==> config.mk <==
export PLATFORM = sky130hd
export DESIGN_NAME = regfile_arbiter
export DESIGN_NICKNAME = d
export VERILOG_FILES = /design/src/rtl/regfile_arbiter.sv
export SDC_FILE = /design/constraint.sdc
export NUM_CORES = 1
export LEC_CHECK = 0
export CORE_ASPECT_RATIO = 1.25
export CORE_MARGIN = 2
export CORE_UTILIZATION = 44
export CTS_BUF_LIST = sky130_fd_sc_hd__clkbuf_8
export CTS_CLUSTER_DIAMETER = 50
export DETAILED_ROUTE_END_ITERATION = 8
export HOLD_SLACK_MARGIN = 0.02
export PLACE_DENSITY = 0.87
export SLEW_MARGIN = 10
export SYNTH_ARGS = -nofsm -noshare
export SYNTH_HDL_FRONTEND = slang
export SYNTH_SLANG_ARGS = --single-unit
==> constraint.sdc <==
create_clock -name CLK -period 3.6 [get_ports CLK]
set_input_delay 0.72 -clock CLK [delete_from_list [all_inputs] [get_ports CLK]]
set_output_delay 0.72 -clock CLK [all_outputs]
set_load 0.01 [all_outputs]
==> src/rtl/regfile_arbiter.sv <==
// ---------------------------------------------------------------------------
// regfile_arbiter
//   Shares the LC-3 register file between two requesters and sequences each
//   transaction as an optional write (RF_LD held high for WR_HOLD cycles)
//   followed by a dual read. Requester A is execute write-back, requester B
//   is the debug/loader port. Simultaneous requests are settled round-robin,
//   so a waiting requester never waits more than one transaction.
//
//   The register file's SRx outputs are level-sensitive. While RF_LD=0 they
//   follow R[SR1]/R[SR2]. The READ cycle gives them one cycle to settle
//   before the values are captured on the edge into DONE.
//
// Ports
//   CLK, RST               clock (rising edge), asynchronous active-high reset
//   A_* / B_*              requester fields: REQ, WE, DR, SR1, SR2, DATA in;
//                          ACK out (one-cycle pulse, RD_* valid while high)
//   RD_SR1, RD_SR2         captured read data of the last completed transaction
//   RD_OWNER               0 = last completed transaction was A's, 1 = B's
//   BUSY                   high whenever the FSM is not IDLE
//   RF_LD, RF_DR, RF_SR1,  register-file control, all registered
//   RF_SR2, RF_DR_IN
//   RF_SR1_OUT, RF_SR2_OUT register-file read data
// Parameters
//   DATA_W  data width, ADDR_W register index width,
//   WR_HOLD cycles RF_LD stays high per write (legal range 1..15)
// ---------------------------------------------------------------------------
module regfile_arbiter #(
  parameter int DATA_W  = 16,
  parameter int ADDR_W  = 3,
  parameter int WR_HOLD = 2
) (
  input  logic              CLK,
  input  logic              RST,
  input  logic              A_REQ,
  input  logic              A_WE,
  input  logic [ADDR_W-1:0] A_DR,
  input  logic [ADDR_W-1:0] A_SR1,
  input  logic [ADDR_W-1:0] A_SR2,
  input  logic [DATA_W-1:0] A_DATA,
  output logic              A_ACK,
  input  logic              B_REQ,
  input  logic              B_WE,
  input  logic [ADDR_W-1:0] B_DR,
  input  logic [ADDR_W-1:0] B_SR1,
  input  logic [ADDR_W-1:0] B_SR2,
  input  logic [DATA_W-1:0] B_DATA,
  output logic              B_ACK,
  output logic [DATA_W-1:0] RD_SR1,
  output logic [DATA_W-1:0] RD_SR2,
  output logic              RD_OWNER,
  output logic              BUSY,
  output logic              RF_LD,
  output logic [ADDR_W-1:0] RF_DR,
  output logic [ADDR_W-1:0] RF_SR1,
  output logic [ADDR_W-1:0] RF_SR2,
  output logic [DATA_W-1:0] RF_DR_IN,
  input  logic [DATA_W-1:0] RF_SR1_OUT,
  input  logic [DATA_W-1:0] RF_SR2_OUT
);

  typedef enum logic [1:0] {IDLE, WRITE, READ, DONE} state_t;

  // Last value the write-hold counter reaches before leaving WRITE.
  localparam logic [3:0] HOLD_LAST = 4'(WR_HOLD - 1);

  // FSM state and arbitration bookkeeping
  state_t     state_q, state_d;
  logic [3:0] cnt_q, cnt_d;
  logic       last_gnt_q, last_gnt_d;   // 1 = B was granted last
  logic       owner_q, owner_d;         // 1 = current transaction is B's

  // Registered datapath / outputs
  logic              rf_ld_q, rf_ld_d;
  logic [ADDR_W-1:0] rf_dr_q, rf_dr_d;
  logic [ADDR_W-1:0] rf_sr1_q, rf_sr1_d;
  logic [ADDR_W-1:0] rf_sr2_q, rf_sr2_d;
  logic [DATA_W-1:0] rf_dr_in_q, rf_dr_in_d;
  logic [DATA_W-1:0] rd_sr1_q, rd_sr1_d;
  logic [DATA_W-1:0] rd_sr2_q, rd_sr2_d;
  logic              rd_owner_q, rd_owner_d;
  logic              a_ack_q, a_ack_d;
  logic              b_ack_q, b_ack_d;

  // Round-robin grant: a lone request always wins; on a tie the requester
  // that was not granted last wins.
  logic gnt_a, gnt_b, grant, sel_we;
  assign gnt_a  = A_REQ & (~B_REQ | last_gnt_q);
  assign gnt_b  = B_REQ & (~A_REQ | ~last_gnt_q);
  assign grant  = (state_q == IDLE) & (gnt_a | gnt_b);
  assign sel_we = gnt_b ? B_WE : A_WE;

  // -------------------------------------------------------------------------
  // State register
  // -------------------------------------------------------------------------
  // NOTE: every flop resets asynchronously, so RF_LD drops the instant RST
  // rises even in the middle of a write hold.
  always_ff @(posedge CLK or posedge RST) begin
    if (RST) begin
      state_q    <= IDLE;
      cnt_q      <= '0;
      last_gnt_q <= 1'b1;   // pretend B went last so A wins the first tie
      owner_q    <= 1'b0;
    end else begin
      // NOTE: non-blocking assignments so every flop samples pre-edge values.
      state_q    <= state_d;
      cnt_q      <= cnt_d;
      last_gnt_q <= last_gnt_d;
      owner_q    <= owner_d;
    end
  end

  // -------------------------------------------------------------------------
  // Next-state logic
  // -------------------------------------------------------------------------
  always_comb begin
    // NOTE: hold-by-default assignments first keep this block latch-free.
    state_d    = state_q;
    cnt_d      = cnt_q;
    last_gnt_d = last_gnt_q;
    owner_d    = owner_q;
    unique case (state_q)
      IDLE: begin
        if (grant) begin
          owner_d    = gnt_b;
          last_gnt_d = gnt_b;
          cnt_d      = '0;
          state_d    = sel_we ? WRITE : READ;
        end
      end
      WRITE: begin
        if (cnt_q == HOLD_LAST) state_d = READ;
        else                    cnt_d   = cnt_q + 4'd1;
      end
      READ:    state_d = DONE;
      DONE:    state_d = IDLE;
      default: state_d = IDLE;
    endcase
  end

  // -------------------------------------------------------------------------
  // Output logic
  // -------------------------------------------------------------------------
  always_comb begin
    rf_dr_d    = rf_dr_q;
    rf_sr1_d   = rf_sr1_q;
    rf_sr2_d   = rf_sr2_q;
    rf_dr_in_d = rf_dr_in_q;
    rd_sr1_d   = rd_sr1_q;
    rd_sr2_d   = rd_sr2_q;
    rd_owner_d = rd_owner_q;

    // Fields are latched only at grant, so RF_DR/RF_DR_IN cannot move while
    // RF_LD is high and simply hold their last values across IDLE.
    if (grant) begin
      rf_dr_d    = gnt_b ? B_DR   : A_DR;
      rf_sr1_d   = gnt_b ? B_SR1  : A_SR1;
      rf_sr2_d   = gnt_b ? B_SR2  : A_SR2;
      rf_dr_in_d = gnt_b ? B_DATA : A_DATA;
    end

    // RF_LD is high exactly for the cycles spent in WRITE.
    rf_ld_d = (state_d == WRITE);

    // READ is the settle cycle; its closing edge captures the read data and
    // raises the owner's ACK, both visible during DONE.
    if (state_q == READ) begin
      rd_sr1_d   = RF_SR1_OUT;
      rd_sr2_d   = RF_SR2_OUT;
      rd_owner_d = owner_q;
    end
    a_ack_d = (state_q == READ) & ~owner_q;
    b_ack_d = (state_q == READ) &  owner_q;

    BUSY = (state_q != IDLE);
  end

  // -------------------------------------------------------------------------
  // Datapath / output registers
  // -------------------------------------------------------------------------
  always_ff @(posedge CLK or posedge RST) begin
    if (RST) begin
      rf_ld_q    <= 1'b0;
      rf_dr_q    <= '0;
      rf_sr1_q   <= '0;
      rf_sr2_q   <= '0;
      rf_dr_in_q <= '0;
      rd_sr1_q   <= '0;
      rd_sr2_q   <= '0;
      rd_owner_q <= 1'b0;
      a_ack_q    <= 1'b0;
      b_ack_q    <= 1'b0;
    end else begin
      rf_ld_q    <= rf_ld_d;
      rf_dr_q    <= rf_dr_d;
      rf_sr1_q   <= rf_sr1_d;
      rf_sr2_q   <= rf_sr2_d;
      rf_dr_in_q <= rf_dr_in_d;
      rd_sr1_q   <= rd_sr1_d;
      rd_sr2_q   <= rd_sr2_d;
      rd_owner_q <= rd_owner_d;
      a_ack_q    <= a_ack_d;
      b_ack_q    <= b_ack_d;
    end
  end

  assign RF_LD    = rf_ld_q;
  assign RF_DR    = rf_dr_q;
  assign RF_SR1   = rf_sr1_q;
  assign RF_SR2   = rf_sr2_q;
  assign RF_DR_IN = rf_dr_in_q;
  assign RD_SR1   = rd_sr1_q;
  assign RD_SR2   = rd_sr2_q;
  assign RD_OWNER = rd_owner_q;
  assign A_ACK    = a_ack_q;
  assign B_ACK    = b_ack_q;

endmodule

==> results of run 1 <==
-- final timing paths --
check                      startpoint            to  slack [ns]  cells after the start
max                        state_q[1]          BUSY        1.16                      3
min                           owner_q         A_ACK        0.43                      1
max reg2reg                state_q[1]      cnt_q[0]        2.04                      5
min reg2reg                   owner_q         A_ACK        0.43                      1
max in group asynchronous         RST    last_gnt_q        2.28                      3
min in group asynchronous         RST  RF_DR_IN[10]        0.65                      2
-- cell usage in the layout, fill, tap and decap left out, types with 2 or more instances in the layout --
cell type,count
nor2_1,6
nor2b_1,2
o21ai_1,26
a21oi_1,2
nand4_1,2
dfrtp_1,68
clkdlybuf4s50_1,149
nand2_1,26
nand3_1,3
buf_4,4
inv_1,3
inv_2,3
nor2b_2,2
mux2i_1,25
clkbuf_8,14
ha_1,2
mux2_1,27
mux2_2,5
-- cell type report --
class,count,area [um2]
Inverter,6,22.5
Fill cell,504,1790
Clock inverter,2,37.5
Clock buffer,14,193
Timing Repair Buffer,153,1520
Tap cell,87,109
Multi-Input combinational cell,144,1120
Sequential cell,69,1730
-- power breakdown --
group,switching [uW],internal [uW]
clock,270,415
sequential,215,1160
combinational,753,1000
-- cell families after synthesis --
kind of cell / count (synthesis) / share of synthesized area [%]
flops: 69 / 58.6
mux: 57 / 20.7
fa+ha+maj: 2 / 0.849
xor+xnor: 1 / 0.297
simple gates: 44 / 6.84
compound gates: 40 / 8.79
buf+inv: 17 / 3.86
-- through the flow --
step                      worst slack, ns  utilization (%)  total power [uW]
after floorplan                      1.14                -              2230
after global placement               1.14             69.0              3100
after detailed placement             1.08             69.0              3180
after CTS                            1.14             72.5              3870
after global routing                 1.07             72.5              4060
final                                1.16             72.5              3820
-- state kept, by name (all words and copies together), names as in the netlist --
name	flops
RF_SR1	3
state_q	2
last_gnt_q	1
cnt_q	4
RF_SR2	3
owner_q	1
A_ACK	1
RF_LD	1
RF_DR_IN	16
RD_OWNER	1
RD_SR2	16
RD_SR1	16
B_ACK	1
RF_DR	3
-- critical path: cells and delay by family, from the launching register on --
family	cells	cell delay, ns
DFF	1	0.48
and+or+nand+nor	1	0.31
buffers and inverters	2	0.59
-- routing by layer --
layer  up-vias  track usage, %
met4         0            7.59
met5         -               0
li1       1106               -
met1      1027            22.8
met3        11            9.00
met2       119            32.1
==> qor.csv, run 1 <==
metric;value;unit
antenna_left;0;
dr_wl_met2;3.23;mm
numPlacedInstances;459;
hold_viol_final;0;
finalCriticalPeriod;2.44;ns
syn_avg_cell_area;12.8;um2
yosys-top-cells-count;68 x dfrtp_1, 27 x mux2_1, 26 x nand2_1, 26 x o21ai_1, 25 x mux2i_1;
hold_path.class;register to register;
tns;0;ns
slowest_delay;0.49;ns
cpMaxStageDelayCell;clkdlybuf4s50_1;
post-synth-top-count-cell;dfrtp_1;
grt_usage;19.7;%
grt_max_degree;54;
highest_layer;met4;
start_util;45.2;%
antenna_cells;0;
cap_violations;0;
ys_seq_elements;69;
cts_buffers;9;
synth-edff-count;0;
synthArstFlopShare;100;%
synth_cell_types;35;
gp_congestion;0.793;
crit_required;2.88;ns
synth-seq-area-share;58.6;%
grt-ovfl-total;0;
syn-num-nets;320;
drv_slew;0;
hold_slack;0.426;ns
drt_iter0_markers;59;
yosysTopAreaCellShare;57.7;%
finalCritPeriodShare;67.7;%
post_cts_buffers;0;
power_density;807;mW/mm2
end_kind;output pin;
clk_path_buf_depth;2;
placed_area;0.00450;mm2
fmax;411;MHz
grt_pass1_vias;2419;
path_class;register to output pin;
num_vias;2263;
synth_area;0.00295;mm2
io_buffers;149;
wl_per_cell;14.2;um
drt-pass1-iter-count;4;
p_leak;0.00202;uW
status;finished clean;
rows;33;
syn_to_final_growth;60.6;%
cp_max_fo;6;
synth.area.top_cells;dfrtp_1 58%, mux2_1 10%, mux2i_1 8.5%, o21ai_1 4.4%, nand2_1 3.3%;
ys_warn_count;0;
nets;473;
vias_per_cell;4.76;
cts_resized;0;
finalInstanceArea;0.00473;mm2
worst_slew_pin_slew;0.487;ns
drt-total-wl;6.75;mm
die_height;95.5;um
worstSkewPairLatency;0.33;ns
synth_area_leader_cell;dfrtp_1;
cts.sinks;69;
critPathArrivalTime;1.72;ns
ys.flop_type;dfrtp_1;
setup_viol;0;
rsz0062_at_grt;no;
postSynthCellCount;230;
htreeDepth;3;
vdd.ir_drop.worst;369;uV
hold_buffers;0;
slew_headroom;67.6;%
antenna_found_initial;0;
drive_gt1_share;9.79;%
cts_tree;yes;
fin_cells;475;
wl_met3;712;um
io_pins;150;
crit_chain;nor2_2 > inv_2 > clkdlybuf4s50_1;
path_clk_slew;0.07;ns
dp_hpwl;5.21;mm
wirelength_met1;2.70;mm
root_buffer;clkbuf_8;
core-area;0.00652;mm2
die-area;0.00737;mm2
grt_pass1_wl;11.1;mm
start_kind;register;
die_w;77.2;um
drc;0;
clock_skew;0.00795;ns
(Power assumes the default switching activity.)
==> run 2, diff against run 1 <==
Settings changed: CORE_UTILIZATION 44 to 41, PLACE_DENSITY 0.87 to 0.82.
Clock period 3.6 ns to 2.5 ns, I/O delays scaled along.
==> qor.csv, run 2 (synthesis gave the netlist of run 1 again) <==
metric;value;unit;change
regArea;0.00173;mm2;unchanged
hold_path.class;register to register;;unchanged
dp_hpwl;5.17;mm;was 5.21 mm
p_clk_share;19.8;%;was 18.0%
setup_slack;0.262;ns;was 1.16 ns
htreeDepth;3;;unchanged
rows;34;;was 33
drt-pass1-iter-count;4;;unchanged
drv_slew;0;;unchanged
worst_slew_pin_slew;0.490;ns;was 0.487 ns
grt_pass1_wl;11.0;mm;was 11.1 mm
root_buffer;clkbuf_8;;unchanged
critPathArrivalTime;1.74;ns;was 1.72 ns
die_height;98.8;um;was 95.5 um
cp_max_fo;6;;unchanged
dpl_worst_slack;0.398;ns;was 1.08 ns
grt_usage;18.0;%;was 19.7%
mostFrequentLayoutCell;clkdlybuf4s50_1;;unchanged
wl_per_cell;14.3;um;was 14.2 um
cts.sinks;69;;unchanged
grt_pass1_vias;2382;;was 2,419
p_leak;0.00204;uW;was 0.00202 uW
hold_buffers;0;;unchanged
drive_gt1_share;9.79;%;unchanged
clock_skew;0.00735;ns;was 0.00795 ns
drt_iter0_markers;90;;was 59
antenna_left;0;;unchanged
syn_to_final_growth;62.9;%;was 60.6%
grt_max_degree;54;;unchanged
fmax;447;MHz;
power_density;1180;mW/mm2;was 807 mW/mm2
nets;473;;unchanged
post_cts_buffers;0;;unchanged
cap_violations;0;;unchanged
p_int;3860;uW;was 2580 uW
vias_per_cell;4.81;;was 4.76
gp_congestion;0.707;;was 0.793
multi_input_area;0.00112;mm2;unchanged
end_kind;output pin;;unchanged
switchingPower;1790;uW;was 1240 uW
worstSkewPairLatency;0.33;ns;about the same
fillers;557;;was 504
cts_tree;yes;;unchanged
drt-total-wl;6.83;mm;was 6.75 mm
drc;0;;unchanged
netSwitchingFraction;31.7;%;was 32.5%
num_vias;2301;;was 2,263
cts_buffers;9;;unchanged
cts_resized;0;;unchanged
rsz0062_at_grt;no;;unchanged
antenna_found_initial;0;;unchanged
start_util;42.2;%;was 45.2%
io_pins;150;;unchanged
io_buffers;149;;unchanged
status;finished clean;;unchanged
core-area;0.00698;mm2;was 0.00652 mm2
die_w;79.8;um;was 77.2 um
path_clk_slew;0.07;ns;about the same
finalCritPeriodShare;89.5;%;
clk_path_buf_depth;2;;unchanged
p_seq_share;35.0;%;was 36.0%
combPwrFrac;45.2;%;was 46.0%
antenna_cells;0;;unchanged
tns;0;ns;unchanged
crit_required;2.00;ns;was 2.88 ns
start_kind;register;;unchanged
vdd.ir_drop.worst;576;uV;was 369 uV
grt-ovfl-total;0;;unchanged
path_class;register to output pin;;unchanged
finalCriticalPeriod;2.24;ns;
die-area;0.00789;mm2;was 0.00737 mm2
hold_viol_final;0;;unchanged
mostFrequentLayoutCells;149 x clkdlybuf4s50_1, 68 x dfrtp_1, 27 x mux2_1;;unchanged
setup_viol;0;;unchanged
slew_headroom;67.3;%;was 67.6%
[run 2: cell types whose count changed in the layout (fill, tap and decap cells not counted), sizes merged]
| cell | change |
|---|---|
| clkbuf | -3 |
| bufinv | +2 |
| clkinv | +1 |
[run 2: power by group through the flow]
stage	Clock, uW	Combinational, uW	Sequential, uW
after detailed placement	0	2590	2000
final	1120	2560	1980
after global placement	0	2540	1970
after global routing	1200	2790	2040
after floorplan	0	1010	2200
after CTS	1150	2600	1980
[run 2: worst paths after layout]
kind | from | end | slack (ns) | cells after the start
min in group asynchronous | RST | RD_SR2[0] | 0.49 | 2
max in group asynchronous | RST | last_gnt_q | 1.39 | 3
worst max register to register | state_q[1] | cnt_q[2] | 1.06 | 5
worst min register to register | owner_q | A_ACK | 0.43 | 1
worst max-delay path | state_q[1] | BUSY | 0.26 | 3
worst min-delay path | owner_q | A_ACK | 0.43 | 1
[run 2: critical path, cell delays in order, from the launching register on]
cell and delay (ns):
dfrtp_1 0.48, nor2_2 0.31, inv_2 0.11, clkdlybuf4s50_1 0.51
[run 2: metal layers]
layer  track usage, %  wire length (um)  vias to the layer above
li1                 -                 -                     1105
met1             20.4              2670                     1078
met2             31.2              3400                      109
met3             6.14               674                        9
met4             6.26                91                        0
met5                0                 0                        -
[run 2: area by class of cell]
type                    instances  area share (%)
clock buffers                  11            3.15
clock inverters                 5            2.22
inverters                       6           0.469
multi-input cells             144            23.3
flip-flops and latches         69            36.0
well taps                      90            2.35
repair buffers                153            32.5
[run 2: through the flow]
| step | power (uW) | hold slack, ns | utilization (%) | instances | area (um2) |
|---|---|---|---|---|---|
| CTS | 5730 | 0.432 | 68.8 | 478 | 4800 |
| finish | 5660 | 0.429 | 68.8 | 478 | 4800 |
| detailed placement | 4590 | 0.419 | 65.1 | 462 | 4540 |
| global placement | 4510 | 0.418 | 65.1 | 462 | 4540 |
| floorplan | 3210 | 0.403 | - | 230 | 2950 |
| global route | 6030 | 0.440 | 68.8 | 478 | 4800 |
